===== src/rtl/quad_input_filter.sv =====
// Encoder pin conditioning: 2-FF sync, per-channel stability filter, start-up ready, illegal A+B step detection.
// Optional QUAD_FILT_INDEX_GATE_EN: cC is registered and gated with filtered A and B.
module quad_input_filter #(
  parameter int unsigned FILT_LEN = 8,
  parameter int unsigned ERR_W    = 16
) (
  input  logic             clk,
  input  logic             rst,
  input  logic             iA,
  input  logic             iB,
  input  logic             iC,
  input  logic             clr_err,
  output logic             cA,
  output logic             cB,
  output logic             cC,
  output logic             ready,
  output logic             err,
  output logic [ERR_W-1:0] err_cnt
);

  localparam logic [7:0]       CNT_LAST   = 8'(FILT_LEN - 1);
  localparam logic [8:0]       START_DONE = 9'(FILT_LEN + 2);
  localparam logic [ERR_W-1:0] ERR_ONE    = ERR_W'(1);

  // Channel index: 0 = A, 1 = B, 2 = C
  logic [2:0]       s1_q, s2_q;
  logic [2:0]       filt_q, filt_d;
  logic [7:0]       cnt_q [3];
  logic [7:0]       cnt_d [3];
  logic [8:0]       start_q, start_d;
  logic             ready_q, ready_d;
  logic             err_q, err_d;
  logic [ERR_W-1:0] err_cnt_q, err_cnt_d;

  always_comb begin
    filt_d = filt_q;
    for (int unsigned i = 0; i < 3; i++) begin
      cnt_d[i] = cnt_q[i];
      if (s2_q[i] == filt_q[i]) begin
        cnt_d[i] = '0;
      end else if (cnt_q[i] == CNT_LAST) begin
        filt_d[i] = s2_q[i];
        cnt_d[i]  = '0;
      end else begin
        cnt_d[i] = cnt_q[i] + 8'd1;
      end
    end

    start_d = start_q;
    ready_d = ready_q;
    if (!ready_q) begin
      start_d = start_q + 9'd1;
      if (start_d == START_DONE) ready_d = 1'b1;
    end

    // An accepted level always differs from the old one, so a change marks an update
    err_d = ready_q && (filt_d[0] != filt_q[0]) && (filt_d[1] != filt_q[1]);

    err_cnt_d = err_cnt_q;
    if (clr_err) begin
      err_cnt_d = '0;
    end else if (err_d && (err_cnt_q != '1)) begin
      err_cnt_d = err_cnt_q + ERR_ONE;
    end
  end

  always_ff @(posedge clk) begin
    if (rst) begin
      s1_q      <= '0;
      s2_q      <= '0;
      filt_q    <= '0;
      start_q   <= '0;
      ready_q   <= 1'b0;
      err_q     <= 1'b0;
      err_cnt_q <= '0;
      for (int unsigned i = 0; i < 3; i++) cnt_q[i] <= '0;
    end else begin
      s1_q      <= {iC, iB, iA};
      s2_q      <= s1_q;
      filt_q    <= filt_d;
      start_q   <= start_d;
      ready_q   <= ready_d;
      err_q     <= err_d;
      err_cnt_q <= err_cnt_d;
      for (int unsigned i = 0; i < 3; i++) cnt_q[i] <= cnt_d[i];
    end
  end

`ifdef QUAD_FILT_INDEX_GATE_EN
  logic cc_q;

  always_ff @(posedge clk) begin
    if (rst) begin
      cc_q <= 1'b0;
    end else begin
      cc_q <= filt_q[2] & filt_q[0] & filt_q[1];
    end
  end

  assign cC = cc_q;
`else
  assign cC = filt_q[2];
`endif

  assign cA      = filt_q[0];
  assign cB      = filt_q[1];
  assign ready   = ready_q;
  assign err     = err_q;
  assign err_cnt = err_cnt_q;

endmodule


===== config.mk =====
export PLATFORM = sky130hd
export DESIGN_NAME = quad_input_filter
export DESIGN_NICKNAME = d
export VERILOG_FILES = /design/src/rtl/quad_input_filter.sv
export SDC_FILE = /design/constraint.sdc
export NUM_CORES = 1
export LEC_CHECK = 0
export BUFFER_PORTS_ARGS = -buffer_cell sky130_fd_sc_hd__buf_2
export CORE_ASPECT_RATIO = 2
export CORE_UTILIZATION = 35
export DETAILED_ROUTE_END_ITERATION = 10
export PLACE_DENSITY = 0.63
export SYNTH_ARGS = -nofsm -noshare
export SYNTH_HDL_FRONTEND = slang
export SYNTH_SLANG_ARGS = --single-unit
export TNS_END_PERCENT = 10

===== constraint.sdc =====
create_clock -name clk -period 4.5 [get_ports clk]
set_input_delay 0.45 -clock clk [delete_from_list [all_inputs] [get_ports clk]]
set_output_delay 0.45 -clock clk [all_outputs]
set_load 0.005 [all_outputs]

Yosys cells after proc, flatten, opt, wreduce, memory -nomap -nowiden:

Memory sizes are Yosys's and may differ from the RTL's.
Index checks and enable logic that the tools add are counted.

* register bits after elaboration: 36
* memory bits (writable): 24
* input port bits: 6
* output and inout bits: 21
* logic and storage cells: 51
* memories: 1

Memories
* cnt_q: depth 3, bits a word 8, read ports 3, clocked after Yosys merged registers in 0, write ports 3, line 28 `logic [7:0] cnt_q [3];`

* $add $sub $neg: 5
* equality and inequality tests: 10
* multiplexer cells: 18
* bitwise operators: 4
* reductions and logical operators: 5

Operators by type and width (number)
* 8-bit two-way mux: 9
* 8-bit by 1-bit adder with 8-bit output, second input constant: 3
* 8-bit by 3-bit == test with 1-bit output, second input constant: 3
* 16-bit by 1-bit adder with 16-bit output, second input constant: 1
* 16-bit inequality test, second input constant: 1
* 9-bit by 1-bit adder with 9-bit output, second input constant: 1
* 9-bit by 4-bit == test with 1-bit output, second input constant: 1
* 1-bit two-way mux: 9
* 1-bit == test: 3
* 1-bit logical AND: 3
* 1-bit OR: 3
* 1-bit inequality test: 2
* 2-bit AND reduction: 1
* 2-bit OR reduction: 1
* 1-bit inverter: 1

Logic depth before layout (Yosys ltp):

Gate-level depths: netlist of run 1.

* depth after elaboration: 7
* mapped depth: 7
* mapped depth without buffers: 6

Worst setup path after synthesis of run 1:

No wires, ideal clock.

* kind: register -> register
* start point: mem cnt_q[1][0] (netlist: cnt_q[0][8])
* end point: reg err_cnt_q[14] (netlist: err_cnt[14])
* setup time: 0.134 ns
* arrival: 1.654 ns
* path slack: 2.712 ns
* cell stages (with the launch flop): 8
* path buffers: 1
* cell sequence: dfxtp_1 -> ha_1 -> and4bb_2 -> nand4_4 -> nor4_2 -> buf_4 -> a21o_1 -> a21oi_1

RTL lines
* start: declaration: line 28
* end signal: assignment: line 84 `err_cnt_q <= err_cnt_d;`
* end: declaration: line 33 `logic [ERR_W-1:0] err_cnt_q, err_cnt_d;`

==> flow_summary.json, run 1 <==
{
  "synth_edf_count": 0,
  "multi_input_area_um2": 1403,
  "synthTopCellsByCount": "dfxtp_1, nor2_1, nand3_1",
  "clk_path_buf_depth": 2,
  "port_buffers": 26,
  "cts-root-buf": "clkbuf_16",
  "synth_area_per_cell_um2": 9.133,
  "grt_max_degree": 28,
  "ys_dominant_reg_cell": "dfxtp_1",
  "postCtsHoldBufs": 0,
  "rows": 45,
  "drv_slew": 0,
  "p_leak_nw": 1.237,
  "start_kind": "register",
  "ys_async_sr_fraction": 0,
  "synth_cells": 297,
  "setup_tns_ns": 0,
  "outcome": "completed",
  "cp.required_ns": 4.72,
  "worst_clock_skew_ns": 0.005044,
  "cts_resized": 0,
  "setup-violations-final": 0,
  "worstMarginPinSlew_ns": 0.9597,
  "gp_congestion": 0.7261,
  "die_x_um": 64.25,
  "start_util": 0.3595,
  "layout.nets": 334,
  "crit_type": "register to register",
  "antenna_found_initial": 0,
  "p_total_w": 0.001182,
  "via_per_inst": 5.079,
  "synth-seq-cells": 60,
  "cts_tree": "done",
  "fp.coreArea_um2": 7545,
  "cts_buffers": 9,
  "drive_gt1_frac": 0.1779,
  "gr-usage-all-layers": 0.1423,
  "finalCriticalPeriod_ns": 2.457,
  "area_delta_synth_final_pct": 16.88,
  "whs_path_depth": 2,
  "max_cap_violations": 0,
  "dieArea_um2": 8128,
  "drt_iter0_drc": 93,
  "h-tree-depth": 3,
  "yosysMostFrequentCell": "dfxtp_1",
  "num_vias": 2133,
  "hold_viol_final": 0,
  "synth_top_cell_by_area": "dfxtp_1",
  "dr.pass1.iters": 4,
  "dp.cells": 405,
  "max-slew-margin-rel": 0.3549,
  "drt_drc_violations_left": 0,
  "fin_hold_ws_ns": 0.3320,
  "hpwl_mm": 3.732,
  "rr_worst_depth": 6,
  "fmax_mhz": 407.1,
  "clkTransAtPathRegs_ns": 0.05,
  "seq_area_um2": 1201,
  "grt_pass1_wl_mm": 8.832,
  "rsz0062_at_grt": "false",
  "cellPowerDensity_nw_per_um2": 373.0,
  "worst_ep_arrival_time_ns": 2.67,
  "grt_pass1_vias": 1999,
  "post-cts-setup-buffer-count": 0,
  "endpoint_kind": "register",
  "clk_latency_ns": 0.32,
  "dieHeight_um": 126.5,
  "antenna_left": 0,
  "synth_fp_nets": 309,
  "yosysSeqAreaShare": 0.4428,
  "yosys_warnings": 0,
  "synth_top_area_share": 0.4428,
  "totalWireLength_mm": 5.180,
  "clock-sinks": 60,
  "rrSetupSlack_ns": 2.04,
  "yosys.cell_types.count": 47,
  "fin_cells": 420,
  "syn-cell-area_um2": 2713,
  "worst-path-max-fanout": 11,
  "period_share": 0.5459,
  "synthTopCellsByArea": "dfxtp_1, nor2_1, xor2_1",
  "hold_path_class": "primary input to register",
  "gr-total-overflow": 0,
  "ios": 27,
  "irDropWorstVdd_mv": 0.2156,
  "antenna_cells": 0,
  "fillers": 757,
  "wl_per_cell_um": 12.33
}
## layout by cell type, fill, tap and decap left out, drive strengths merged, types with 3 or more instances in the layout
cell type,n
a31o,6
nand4,10
and4,3
xnor2,14
nor3,6
nand3,24
buf,26
and3,11
clkbuf,13
nand2b,4
dfxtp,60
a21oi,12
a21o,4
nor2b,7
nor2,49
xor2,19
mux2i,3
nor4,3
ha,6
inv,13
nand2,13
## state kept, by name (all words and copies together) (netlist names)
name and cells:
cnt_q 24, ready 1, filt_q 3, s2_q 3
s1_q 3, err 1, err_cnt 16, start_q 9
## metrics by stage
stage | utilization | instance area (µm²) | worst slack (ns)
floorplan | - | 2713 | 2.712
global placement | 0.3844 | 2900 | 2.117
detailed placement | 0.3844 | 2900 | 2.034
CTS | 0.4202 | 3171 | 2.034
global route | 0.4202 | 3171 | 1.852
finish | 0.4202 | 3171 | 2.043
## report_power, final
part	leakage (nW)	internal (W)	switching, W	total [W]
Clock	0.135	0.000396	0.000219	0.000615
Combinational	0.617	0.0000102	0.0000140	0.0000242
Sequential	0.485	0.000538	0.00000491	0.000543
## cells by family after synthesis
group / synth area share
XOR/XNOR: 0.1066
flip-flops: 0.4428
adder cells (fa/ha/maj): 0.02767
multiplexers: 0.01522
AND/OR/NAND/NOR: 0.2786
AO/OA/AOI/OAI: 0.08903
buffers and inverters: 0.04013
## worst paths after layout
check	start	endpoint
setup / recovery	cnt_q[0][8]	err_cnt[6]
hold / removal	iC	s1_q[2]
setup reg to reg	cnt_q[0][8]	err_cnt[6]
hold reg to reg	s1_q[0]	s2_q[0]
## layer usage
| metal | up-vias | part of all wire | global-route usage | wire, µm |
|---|---|---|---|---|
| met3 | 11 | 0.036 | 0.03687 | 184 |
| met1 | 1008 | 0.41 | 0.1489 | 2143 |
| met2 | 40 | 0.52 | 0.2464 | 2719 |
| met4 | 0 | 0.026 | 0.08889 | 133 |
| li1 | 1074 | - | - | - |
| met5 | - | 0 | 0 | 0 |
## layout make-up
class                      count  area share
tap                           94     0.03710
timing repair buffer          26     0.04104
clock buffer                  13     0.08208
clock inverter                 2    0.003157
multi-input combinational    212      0.4424
inverter                      13     0.01539
sequential                    60      0.3788
## worst max-delay path, stage by stage, from the launching register on
cell and delay, ns:
dfxtp_1 0.38, ha_1 0.25, and4bb_2 0.31, nand4_4 0.16, nor4_2 0.86, a31oi_1 0.17
a41o_1 0.23
No activity file was read; power rests on OpenSTA's default activity.
==> inputs of run 2 (changes only) <==
==> constraint.sdc (replaced) <==
create_clock -name clk -period 2.3 [get_ports clk]
set_input_delay 0.23 -clock clk [delete_from_list [all_inputs] [get_ports clk]]
set_output_delay 0.23 -clock clk [all_outputs]
set_load 0.005 [all_outputs]
==> flow_summary.json, run 2 (synthesis results as in run 1) <==
{
  "outcome": "completed",
  "multi_input_area_um2": 1403,
  "cp-startpoint": "cnt_q[0][8]",
  "post-cts-setup-buffer-count": 0,
  "seq_power_share": 0.397,
  "r2r-start": "cnt_q[0][8]",
  "p_int_w": 0.002187,
  "drv_slew": 0,
  "largest_register": "cnt_q",
  "cts_tree": "done",
  "fillers": 743,
  "fin_area_um2": 3282,
  "drive_gt1_frac": 0.1934,
  "postCtsHoldBufs": 0,
  "dpl-instance-area_um2": 2930,
  "gr-total-overflow": 0,
  "setup_tns_ns": 0,
  "switching_share": 0.1824,
  "layout.nets": 338,
  "crit_family": "simple AND/OR/NAND/NOR gates",
  "p_comb_frac": 0.018,
  "cp.depth": 7,
  "fp.coreArea_um2": 7545,
  "area_delta_synth_final_pct": 20.99,
  "gp_congestion": 0.7257,
  "final_common_cell": "dfxtp_1",
  "grt_pass1_wl_mm": 9.163,
  "rrSetupSlack_ns": 0.30,
  "wl_per_cell_um": 12.28,
  "cp_num_buf_inv": 1,
  "clock-sinks": 60,
  "ios": 27,
  "start_kind": "register",
  "fmax_mhz": 499.0,
  "worstMarginPinSlew_ns": 0.5796,
  "rows": 45,
  "crit_end": "err_cnt[6]",
  "h-tree-depth": 3,
  "p_leak_nw": 1.296,
  "max_cap_violations": 0,
  "max-slew-margin-rel": 0.6136,
  "drt_iter0_drc": 90,
  "net-switching-power_w": 0.0004880,
  "worst_path_largest_cell_delay_ns": 0.38,
  "totalWireLength_mm": 5.220,
  "dieArea_um2": 8128,
  "clkTransAtPathRegs_ns": 0.05,
  "cts_buffers": 9,
  "largest_reg_flops": 24,
  "worst_clock_skew_ns": 0.008117,
  "finalCriticalPeriod_ns": 2.004,
  "num_vias": 2156,
  "cp.required_ns": 2.52,
  "hold_path_class": "primary input to register",
  "slowest_stage": "dfxtp_1",
  "reg2reg_to": "err_cnt[6]",
  "antenna_found_initial": 0,
  "hold_viol_final": 0,
  "cts_resized": 0,
  "cellPowerDensity_nw_per_um2": 815.2,
  "crit_type": "register to register",
  "dr.pass1.iters": 4,
  "grt_pass1_vias": 2148,
  "cts-root-buf": "clkbuf_16",
  "layout_common_cells": "dfxtp_1, nor2_1, buf_2",
  "antenna_left": 0,
  "hpwl_mm": 3.882,
  "fin_cells": 425,
  "port_buffers": 26,
  "seq_area_um2": 1201,
  "rr_worst_depth": 7,
  "via_per_inst": 5.073,
  "rsz0062_at_grt": "false",
  "die_x_um": 64.25,
  "clk_latency_ns": 0.33,
  "irDropWorstVdd_mv": 0.4333,
  "setup-violations-final": 0,
  "start_util": 0.3595,
  "period_share": 0.8712,
  "final_util": 0.4350,
  "crit_path_cell_trace": "ha_1 > and4bb_2 > nand4_4 > nor4_2 > buf_4 > a31oi_1 > a41o_1",
  "p_total_w": 0.002675,
  "dieHeight_um": 126.5,
  "endpoint_kind": "register",
  "worst_ep_arrival_time_ns": 2.23,
  "antenna_cells": 0,
  "drt_drc_violations_left": 0,
  "worst-path-max-fanout": 11,
  "power.share.clock": 0.585,
  "grt_max_degree": 19,
  "gr-usage-all-layers": 0.1460,
  "clk_path_buf_depth": 2,
  "dp.cells": 409
}
run 2: cell count changes in the layout (fill, tap and decap cells not counted):
cell / change
clkinv_2: -1
clkbuf_1: -1
bufinv_16: +3
buf_4: +4
run 2: how the worst min path moves through the flow:
| stage | cells past startpoint | to | from |
|---|---|---|---|
| 5_1_grt | 2 | s1_q[0] | iA |
| 3_5_place_dp | 1 | s2_q[0] | s1_q[0] |
| 6_report | 2 | s1_q[1] | iB |
| 3_3_place_gp | 1 | s2_q[0] | s1_q[0] |
| 2_1_floorplan | 1 | s1_q[0] | iA |
| 4_1_cts | 2 | s1_q[1] | iB |
run 2: metrics by stage:
step | setup WS [ns] | hold slack (ns)
after floorplan | 0.5118 | 0.3582
after global placement | 0.3640 | 0.4202
after detailed placement | 0.3096 | 0.4272
after CTS | 0.3066 | 0.1127
after global routing | 0.1438 | 0.1420
final | 0.2962 | 0.1235
run 2: layout make-up:
type	count	share of cell area
clock buffer	12	0.07815
tap	94	0.03584
sequential	60	0.3660
multi-input combinational	212	0.4274
clock inverter	4	0.02897
inverter	13	0.01487
timing repair buffer	30	0.04880
run 2: power groups by stage:
stage / clock network [W] / registers [W] / logic, W
floorplan: 0 / 0.00108 / 0.0000376
global placement: 0 / 0.00108 / 0.0000484
detailed placement: 0 / 0.00108 / 0.0000495
CTS: 0.00161 / 0.00106 / 0.0000497
global route: 0.00164 / 0.00106 / 0.0000574
finish: 0.00157 / 0.00106 / 0.0000482
run 2: routing by layer:
| layer | GRT usage | up-vias | routed length, µm |
|---|---|---|---|
| li1 | - | 1083 | - |
| met1 | 0.1336 | 1012 | 1957 |
| met2 | 0.2681 | 47 | 2860 |
| met3 | 0.04137 | 14 | 234 |
| met4 | 0.09804 | 0 | 167 |
| met5 | 0 | - | 0 |
run 2: worst register-to-register path, stage by stage (launching register included):
cell and delay, ns:
dfxtp_1 0.38, ha_1 0.24, and4bb_2 0.31, nand4_4 0.16
nor4_2 0.29, buf_4 0.22, a31oi_1 0.10, a41o_1 0.20
